<file path="src/rtl/multicycle_ctrl.sv">
// multicycle_ctrl: multicycle RISC-V control FSM with combinational output decode
module multicycle_ctrl #(
  parameter int ALUCTRL_WIDTH = 3
) (
  input  logic                     clk,
  input  logic                     rst,
  input  logic [6:0]               op,
  input  logic [2:0]               funct3,
  input  logic                     funct7b5,
  input  logic                     zero_i,
  output logic                     PCWrite,
  output logic                     IRWrite,
  output logic                     MemWrite,
  output logic                     RegWrite,
  output logic                     AdrSrc,
  output logic [1:0]               ALUSrcA,
  output logic [1:0]               ALUSrcB,
  output logic [1:0]               ResultSrc,
  output logic [1:0]               ImmSrc,
  output logic [ALUCTRL_WIDTH-1:0] ALUctrl,
  output logic                     illegal_o
);
  localparam logic [3:0] FETCH    = 4'd0;
  localparam logic [3:0] DECODE   = 4'd1;
  localparam logic [3:0] MEMADR   = 4'd2;
  localparam logic [3:0] MEMREAD  = 4'd3;
  localparam logic [3:0] MEMWB    = 4'd4;
  localparam logic [3:0] MEMWRITE = 4'd5;
  localparam logic [3:0] EXECUTER = 4'd6;
  localparam logic [3:0] EXECUTEI = 4'd7;
  localparam logic [3:0] ALUWB    = 4'd8;
  localparam logic [3:0] BEQ      = 4'd9;
  localparam logic [3:0] JAL      = 4'd10;
  localparam logic [6:0] OP_LW  = 7'b0000011;
  localparam logic [6:0] OP_SW  = 7'b0100011;
  localparam logic [6:0] OP_R   = 7'b0110011;
  localparam logic [6:0] OP_I   = 7'b0010011;
  localparam logic [6:0] OP_JAL = 7'b1101111;
  localparam logic [6:0] OP_BEQ = 7'b1100011;
  localparam logic [ALUCTRL_WIDTH-1:0] ALU_ADD = ALUCTRL_WIDTH'(3'b000);
  localparam logic [ALUCTRL_WIDTH-1:0] ALU_SUB = ALUCTRL_WIDTH'(3'b001);
  localparam logic [ALUCTRL_WIDTH-1:0] ALU_AND = ALUCTRL_WIDTH'(3'b010);
  localparam logic [ALUCTRL_WIDTH-1:0] ALU_OR  = ALUCTRL_WIDTH'(3'b011);
  localparam logic [ALUCTRL_WIDTH-1:0] ALU_SLT = ALUCTRL_WIDTH'(3'b101);

  logic [3:0] state, state_nx;
  logic [ALUCTRL_WIDTH-1:0] alu_dec;
  logic pc_we, ir_we, mem_we, reg_we, ill;

  // state register; reset lands in FETCH immediately, even mid-instruction
  always_ff @(posedge clk or posedge rst)
    if (rst) state <= FETCH;
    else state <= state_nx;

  // next-state: decode dispatches on opcode, every path ends back in FETCH
  always_comb begin
    state_nx = FETCH;
    case (state)
      FETCH:    state_nx = DECODE;
      DECODE:   state_nx = (op == OP_LW || op == OP_SW) ? MEMADR :
                           op == OP_R   ? EXECUTER :
                           op == OP_I   ? EXECUTEI :
                           op == OP_JAL ? JAL :
                           op == OP_BEQ ? BEQ : FETCH;
      MEMADR:   state_nx = (op == OP_LW) ? MEMREAD : MEMWRITE;
      MEMREAD:  state_nx = MEMWB;
      EXECUTER: state_nx = ALUWB;
      EXECUTEI: state_nx = ALUWB;
      JAL:      state_nx = ALUWB;
      default:  state_nx = FETCH;
    endcase
  end

  // ALU operation for register and immediate arithmetic; sub only for R-type
  always_comb
    alu_dec = funct3 == 3'b000 ? ((op == OP_R && funct7b5) ? ALU_SUB : ALU_ADD) :
              funct3 == 3'b010 ? ALU_SLT :
              funct3 == 3'b110 ? ALU_OR  :
              funct3 == 3'b111 ? ALU_AND : ALU_ADD;

  // immediate format is a pure function of the opcode
  always_comb
    ImmSrc = op == OP_SW  ? 2'b01 :
             op == OP_BEQ ? 2'b10 :
             op == OP_JAL ? 2'b11 : 2'b00;

  // per-state datapath controls; write enables are gathered before reset gating
  always_comb begin
    pc_we = 1'b0;
    ir_we = 1'b0;
    mem_we = 1'b0;
    reg_we = 1'b0;
    ill = 1'b0;
    AdrSrc = 1'b0;
    ALUSrcA = 2'b00;
    ALUSrcB = 2'b00;
    ResultSrc = 2'b00;
    ALUctrl = ALU_ADD;
    case (state)
      FETCH: begin
        ir_we = 1'b1;
        pc_we = 1'b1;
        ALUSrcB = 2'b10;
        ResultSrc = 2'b10;
      end
      DECODE: begin
        ALUSrcA = 2'b01;
        ALUSrcB = 2'b01;
        ill = !(op == OP_LW || op == OP_SW || op == OP_R || op == OP_I || op == OP_JAL || op == OP_BEQ);
      end
      MEMADR: begin
        ALUSrcA = 2'b10;
        ALUSrcB = 2'b01;
      end
      MEMREAD: AdrSrc = 1'b1;
      MEMWB: begin
        ResultSrc = 2'b01;
        reg_we = 1'b1;
      end
      MEMWRITE: begin
        AdrSrc = 1'b1;
        mem_we = 1'b1;
      end
      EXECUTER: begin
        ALUSrcA = 2'b10;
        ALUctrl = alu_dec;
      end
      EXECUTEI: begin
        ALUSrcA = 2'b10;
        ALUSrcB = 2'b01;
        ALUctrl = alu_dec;
      end
      ALUWB: reg_we = 1'b1;
      BEQ: begin
        ALUSrcA = 2'b10;
        ALUctrl = ALU_SUB;
        pc_we = zero_i;
      end
      JAL: begin
        ALUSrcA = 2'b01;
        ALUSrcB = 2'b10;
        pc_we = 1'b1;
      end
      default: ;
    endcase
  end

  // reset suppresses every architectural write and the illegal pulse
  always_comb begin
    PCWrite = pc_we & ~rst;
    IRWrite = ir_we & ~rst;
    MemWrite = mem_we & ~rst;
    RegWrite = reg_we & ~rst;
    illegal_o = ill & ~rst;
  end
endmodule
</file>
<file path="config.mk">
export PLATFORM = sky130hd
export DESIGN_NAME = multicycle_ctrl
export DESIGN_NICKNAME = d
export VERILOG_FILES = /design/src/rtl/multicycle_ctrl.sv
export SDC_FILE = /design/constraint.sdc
export NUM_CORES = 1
export LEC_CHECK = 0
export BUFFER_PORTS_ARGS = -buffer_cell sky130_fd_sc_hd__clkbuf_2
export CELL_PAD_IN_SITES_DETAIL_PLACEMENT = 0
export CELL_PAD_IN_SITES_GLOBAL_PLACEMENT = 1
export CORE_UTILIZATION = 26
export CTS_BUF_LIST = sky130_fd_sc_hd__clkbuf_16
export DETAILED_ROUTE_END_ITERATION = 12
export GPL_ROUTABILITY_DRIVEN = 0
export GPL_TIMING_DRIVEN = 0
export PLACE_DENSITY_LB_ADDON = 0.1
export SYNTH_ARGS = -nofsm -noshare
export SYNTH_HDL_FRONTEND = slang
export SYNTH_SLANG_ARGS = --single-unit
</file>
<file path="constraint.sdc">
create_clock -name clk -period 1.2 [get_ports clk]
set_input_delay 0.06 -clock clk [delete_from_list [all_inputs] [get_ports clk]]
set_output_delay 0.06 -clock clk [all_outputs]
set_load 0.005 [all_outputs]
</file>
==> results.json, run 1 <==
{
  "status": "finished, violations left",
  "violations": "negative setup slack",
  "worstPathArrival_ns": 1.39,
  "synth_xor_area_share_pct": 7.81,
  "fin_ws_ns": -0.249,
  "numPortBuffers": 30,
  "timing.slew.headroom_pct": 73.5,
  "drv_cap": 0,
  "fin_nets": 133,
  "design_area_um2": 1060,
  "synth_area_um2": 561,
  "setup_viol": 19,
  "antenna_found_initial": 0,
  "clkTransAtPathRegs_ns": 0.03,
  "ant_nets": 0,
  "dpl_cell_area_um2": 744,
  "rows": 16,
  "dpl.hpwl_um": 1220,
  "mostFrequentLayoutCells": "22 x clkbuf_2, 9 x buf_2, 9 x buf_4",
  "area_delta_synth_final_pct": 89.1,
  "finalMaxSlewViolations": 0,
  "top_register": "state",
  "clock_path_buffers": 2,
  "clock-sinks": 4,
  "cp_max_fo": 6,
  "path_cells": "and2b_2 -> a21oi_2 -> a2111oi_2 -> buf_2",
  "hold_viol": 0,
  "cts_tree": "yes",
  "crit_type": "reg2out",
  "wire_per_inst_um": 11.7,
  "htreeDepth": 1,
  "timing.final.crit_share_pct": 121,
  "root_buffer": "clkbuf_16",
  "initial_utilization_pct": 28.0,
  "avgViaCountPerCell": 4.81,
  "grt_setup_unrepaired": "true",
  "drt_first_pass_iters": 4,
  "synthMuxAreaShare_pct": 1.79,
  "clk_latency_ns": 0.22,
  "fin_util_pct": 52.9,
  "place_ws_ns": -0.245,
  "fin_skew_ns": 0.00226,
  "synth_fa_ha_area_share_pct": 0,
  "grt_pass1_vias": 620,
  "layout_min_cycle_time_ns": 1.45,
  "worstSetupEndpointType": "output port",
  "fmax_mhz": 690,
  "worst_pin_slew_ns": 0.394,
  "ir_worst_vdd_v": 0.000716,
  "netlist_instances": 72,
  "synth-warning-count": 0,
  "cts_buffers": 3,
  "routed_wl_um": 1680,
  "grt_pass1_wl_um": 2800,
  "synth.top_cells.by_area": "dfrtp_1 18%, nor3_1 8.0%, nor2_1 5.4%",
  "cp_slowest_stage_delay_ns": 0.43,
  "yosysTopAreaCell": "dfrtp_1",
  "grtUsageTotal_pct": 15.5,
  "synth_cell_type_count": 36,
  "synth_compound_area_share_pct": 22.5,
  "ys_seq_area_share_pct": 17.9,
  "final_common_cell": "clkbuf_2",
  "overflow": 0,
  "grt_max_degree": 11,
  "slowest_stage": "dfrtp_2",
  "synth_top_family_by_area": "simple AND/OR/NAND/NOR gates",
  "insertedDiodeCount": 0,
  "start_kind": "flop",
  "synth_seq_cells": 4,
  "drc_errors": 0,
  "synth_flop_cell": "dfrtp_1",
  "die-height_um": 48.4,
  "largest_reg_flops": 4,
  "core-area_um2": 2000,
  "leakage_nw": 0.524,
  "num_io_pins": 31,
  "required_ns": 1.14,
  "vias": 692,
  "top_regs": "state x4",
  "drt_iter0_markers": 9,
  "syn_area_per_cell_um2": 7.79,
  "yosys.area.top_type_share_pct": 17.9,
  "drive_above_1_share_pct": 63.2,
  "die_x_um": 48.4,
  "syn_nets": 86,
  "synthArstFlopShare_pct": 100,
  "cellPowerDensity_nw_per_um2": 1370,
  "synth-simple-area-share_pct": 43.1,
  "dieArea_um2": 2350,
  "hold_path_class": "in2reg",
  "synth_edf_count": 0,
  "fin_total_pwr_mw": 1.45
}
-- layout make-up --
class	count	area, um2
timing repair buffer	43	264
clock buffer	3	75.1
inverter	3	11.3
sequential	4	104
buffer	4	48.8
fill	203	942
tap	27	33.8
multi-input combinational	60	523
-- worst max-delay path: cells and delay by family, from the launching register on --
| kind | cells | cell delay, ns |
|---|---|---|
| flops | 1 | 0.43 |
| compound gates | 2 | 0.33 |
| buf+inv | 1 | 0.16 |
| simple gates | 1 | 0.24 |
-- per-stage QoR --
step                hold slack, ns  cells  setup TNS, ns
detailed placement         0.00531    129         -0.913
CTS                          0.315    140          -2.65
floorplan                   -0.156     72              0
global placement           0.00441    129         -0.931
finish                       0.319    144          -2.59
global route                 0.336    144          -3.62
-- cells in the mapped netlist (2+ instances only) --
library cell	n
nand2_1	4
dfrtp_1	4
nor3_1	9
a21oi_1	2
inv_1	3
and3_1	2
nor3b_1	2
o21ai_0	2
nor2b_1	2
xor2_1	3
buf_2	4
nand2b_1	2
nor2_1	8
nor4_1	2
xnor2_1	2
-- power breakdown --
group | total (mW) | internal [mW] | switching (mW)
logic | 0.768 | 0.406 | 0.362
clock network | 0.513 | 0.425 | 0.0878
registers | 0.173 | 0.156 | 0.0169
-- layer usage --
layer / vias to the layer above / part of all wire, % / routed length, um / global-route usage (%)
li1: 359 / - / - / -
met2: 21 / 49 / 821 / 24.9
met3: 0 / 4.3 / 72 / 3.14
met5: - / 0 / 0 / 0
met1: 312 / 47 / 790 / 19.7
met4: 0 / 0 / 0 / 7.35
-- worst paths after layout --
kind | from | endpoint | slack, ns | cells past startpoint
setup / recovery | state[1] | PCWrite | -0.25 | 4
hold / removal | op[4] | state[1] | 0.32 | 3
setup reg to reg | state[1] | state[2] | -0.12 | 5
hold reg to reg | state[3] | state[0] | 0.69 | 2
max in group asynchronous | rst | state[2] | 0.63 | 3
min in group asynchronous | rst | state[0] | 0.38 | 3
-- logic make-up (layout without fill, tap and decap cells) --
| group | Yosys count | after routing |
|---|---|---|
| flip-flops | 4 | 4 |
| AO/OA/AOI/OAI | 15 | 15 |
| multiplexers | 1 | 1 |
| XOR/XNOR | 5 | 5 |
| buffers and inverters | 8 | 53 |
| AND/OR/NAND/NOR | 39 | 39 |
-- what timing repair did --
| item | 4_1_cts | 5_1_grt |
|---|---|---|
| pin swaps | 5 | 8 |
| setup buffers | 7 | 4 |
| resized for setup | 24 | 20 |
| setup endpoints to repair | 17 | 19 |
| cloned | 1 | 0 |
| hold buffers | 1 | 0 |
| hold endpoints to repair | 4 | 0 |
(Power assumes the default switching activity.)
==> run 2: changes to the inputs <==
--- a/config.mk
+++ b/config.mk
@@ -5,15 +5,17 @@
 export SDC_FILE = /design/constraint.sdc
 export NUM_CORES = 1
 export LEC_CHECK = 0
+export ABC_CLOCK_PERIOD_IN_PS = 1600
 export BUFFER_PORTS_ARGS = -buffer_cell sky130_fd_sc_hd__clkbuf_2
 export CELL_PAD_IN_SITES_DETAIL_PLACEMENT = 0
 export CELL_PAD_IN_SITES_GLOBAL_PLACEMENT = 1
-export CORE_UTILIZATION = 26
+export CORE_UTILIZATION = 29
 export CTS_BUF_LIST = sky130_fd_sc_hd__clkbuf_16
 export DETAILED_ROUTE_END_ITERATION = 12
 export GPL_ROUTABILITY_DRIVEN = 0
 export GPL_TIMING_DRIVEN = 0
 export PLACE_DENSITY_LB_ADDON = 0.1
+export SLEW_MARGIN = 20
 export SYNTH_ARGS = -nofsm -noshare
 export SYNTH_HDL_FRONTEND = slang
 export SYNTH_SLANG_ARGS = --single-unit
==> constraint.sdc (replaced) <==
create_clock -name clk -period 1.6 [get_ports clk]
set_input_delay 0.08 -clock clk [delete_from_list [all_inputs] [get_ports clk]]
set_output_delay 0.08 -clock clk [all_outputs]
set_load 0.005 [all_outputs]
==> run 2 against run 1 <==
Compared with the run above: the run now ends clean; clock power shrank 25%; combinational power shrank 42%; via count shrank 4.8%; core utilization shrank 4.4 points; hold slack gained 0.013 ns; sequential power shrank 27%; register-to-register slack gained 0.46 ns; clock skew shrank 0.0018 ns; largest power group unchanged.
==> results.json, run 2 (synthesis gave the netlist of run 1 again) <==
{
  "required_ns": 1.52,
  "hold-path-endpoint": "state[1]",
  "clock-sinks": 4,
  "overflow": 0,
  "drt_iter0_markers": 8,
  "reg2reg_from": "state[0]",
  "fin_util_pct": 48.5,
  "antenna_found_initial": 0,
  "routed_wl_um": 1560,
  "die_x_um": 46.0,
  "rows": 15,
  "fin_skew_ns": 0.000501,
  "largest_reg_flops": 4,
  "reg2regPathDepth": 4,
  "timing.final.crit_share_pct": 97.7,
  "dp.cells": 127,
  "clk_latency_ns": 0.22,
  "top_regs": "state x4",
  "fin_cells": 132,
  "die-height_um": 46.0,
  "leakage_nw": 0.431,
  "cellPowerDensity_nw_per_um2": 1110,
  "cp_max_fo": 10,
  "core-area_um2": 1760,
  "r2r-end": "state[1]",
  "grt_pass1_wl_um": 2550,
  "top_register": "state",
  "numPortBuffers": 30,
  "setup_viol": 0,
  "cts_tree": "yes",
  "multi_input_area_um2": 430,
  "vias": 659,
  "drt_first_pass_iters": 4,
  "worst_pin_slew_ns": 0.353,
  "grt_pass1_vias": 528,
  "slowest_stage": "a2111oi_2",
  "num_io_pins": 31,
  "grt_max_degree": 11,
  "fmax_mhz": 640,
  "regArea_um2": 101,
  "drive_above_1_share_pct": 43.9,
  "final_common_cell": "clkbuf_2",
  "status": "finished, final reports clean",
  "hold_path_class": "in2reg",
  "htreeDepth": 1,
  "finalMaxSlewViolations": 0,
  "path_cells": "buf_2 -> clkbuf_4 -> a2111oi_2 -> clkbuf_2",
  "avgViaCountPerCell": 4.99,
  "hold_viol": 0,
  "rrSetupSlack_ns": 0.34,
  "whs_ns": 0.332,
  "clock_path_buffers": 2,
  "fin_total_pwr_uw": 954,
  "mostFrequentLayoutCells": "30 x clkbuf_2, 9 x nor3_1, 8 x nor2_1",
  "drv_cap": 0,
  "fin_ws_ns": 0.0374,
  "initial_utilization_pct": 31.8,
  "drc_errors": 0,
  "ir_worst_vdd_v": 0.000617,
  "min_from": "op[4]",
  "dpl_cell_area_um2": 742,
  "layout_min_cycle_time_ns": 1.56,
  "grt_setup_unrepaired": "true",
  "tns_ns": 0,
  "start_kind": "flop",
  "timing.slew.headroom_pct": 76.3,
  "dieArea_um2": 2110,
  "dpl.hpwl_um": 1200,
  "grtUsageTotal_pct": 17.0,
  "n_fill_cell": 217,
  "fin_nets": 123,
  "area_delta_synth_final_pct": 52.7,
  "ant_nets": 0,
  "worstSetupEndpointType": "output port",
  "root_buffer": "clkbuf_16",
  "worstPathArrival_ns": 1.48,
  "clkTransAtPathRegs_ns": 0.03,
  "crit_buf_inv": 3,
  "wire_per_inst_um": 11.8,
  "insertedDiodeCount": 0,
  "crit_type": "reg2out",
  "cp_slowest_stage_delay_ns": 0.38,
  "design_area_um2": 856,
  "cts_buffers": 3,
  "path_delay_family": "buffers and inverters",
  "place_ws_ns": 0.162,
  "hold_depth": 3
}
run 2: worst max path at each step:
stage	start	to	slack, ns	depth (start not counted)
floorplan	state[0]	PCWrite	0.40	4
global placement	state[0]	PCWrite	0.17	5
detailed placement	state[0]	PCWrite	0.16	5
CTS	state[1]	ALUctrl[0]	-0.06	4
global route	state[2]	illegal_o	-0.05	5
finish	state[3]	PCWrite	0.04	4
run 2: worst reg2reg max path, stage by stage (launching register included):
cell	delay [ns]
dfrtp_1	0.37
buf_6	0.14
and2b_2	0.21
buf_4	0.14
o221a_2	0.27
run 2: repair_timing:
action / CTS / global route
resized for setup: 2 / 8
endpoints found under the setup margin: 2 / 7
hold buffers: 1 / 0
pin swaps: 1 / 0
buffers inserted: 0 / 1
endpoints found under the hold margin: 4 / 0
run 2: final cells by class:
type | instances | share of cell area (%)
flip-flops and latches | 4 | 11.8
clock buffers | 3 | 8.77
well taps | 25 | 3.65
multi-input cells | 60 | 50.3
plain buffers | 5 | 4.53
repair buffers | 32 | 19.6
inverters | 3 | 1.32
run 2: per-layer routing:
metal / up-vias / part of all wire, % / global-route usage [%]
li1: 341 / - / -
met1: 294 / 48 / 23.3
met2: 22 / 47 / 25.4
met3: 2 / 4.3 / 3.57
met4: 0 / 0.45 / 7.06
met5: - / 0 / 0
run 2: where the power goes:
part | switching, mW | total (mW) | internal (mW)
sequential | 0.0103 | 0.127 | 0.117
clock | 0.0660 | 0.385 | 0.319
combinational | 0.227 | 0.442 | 0.215
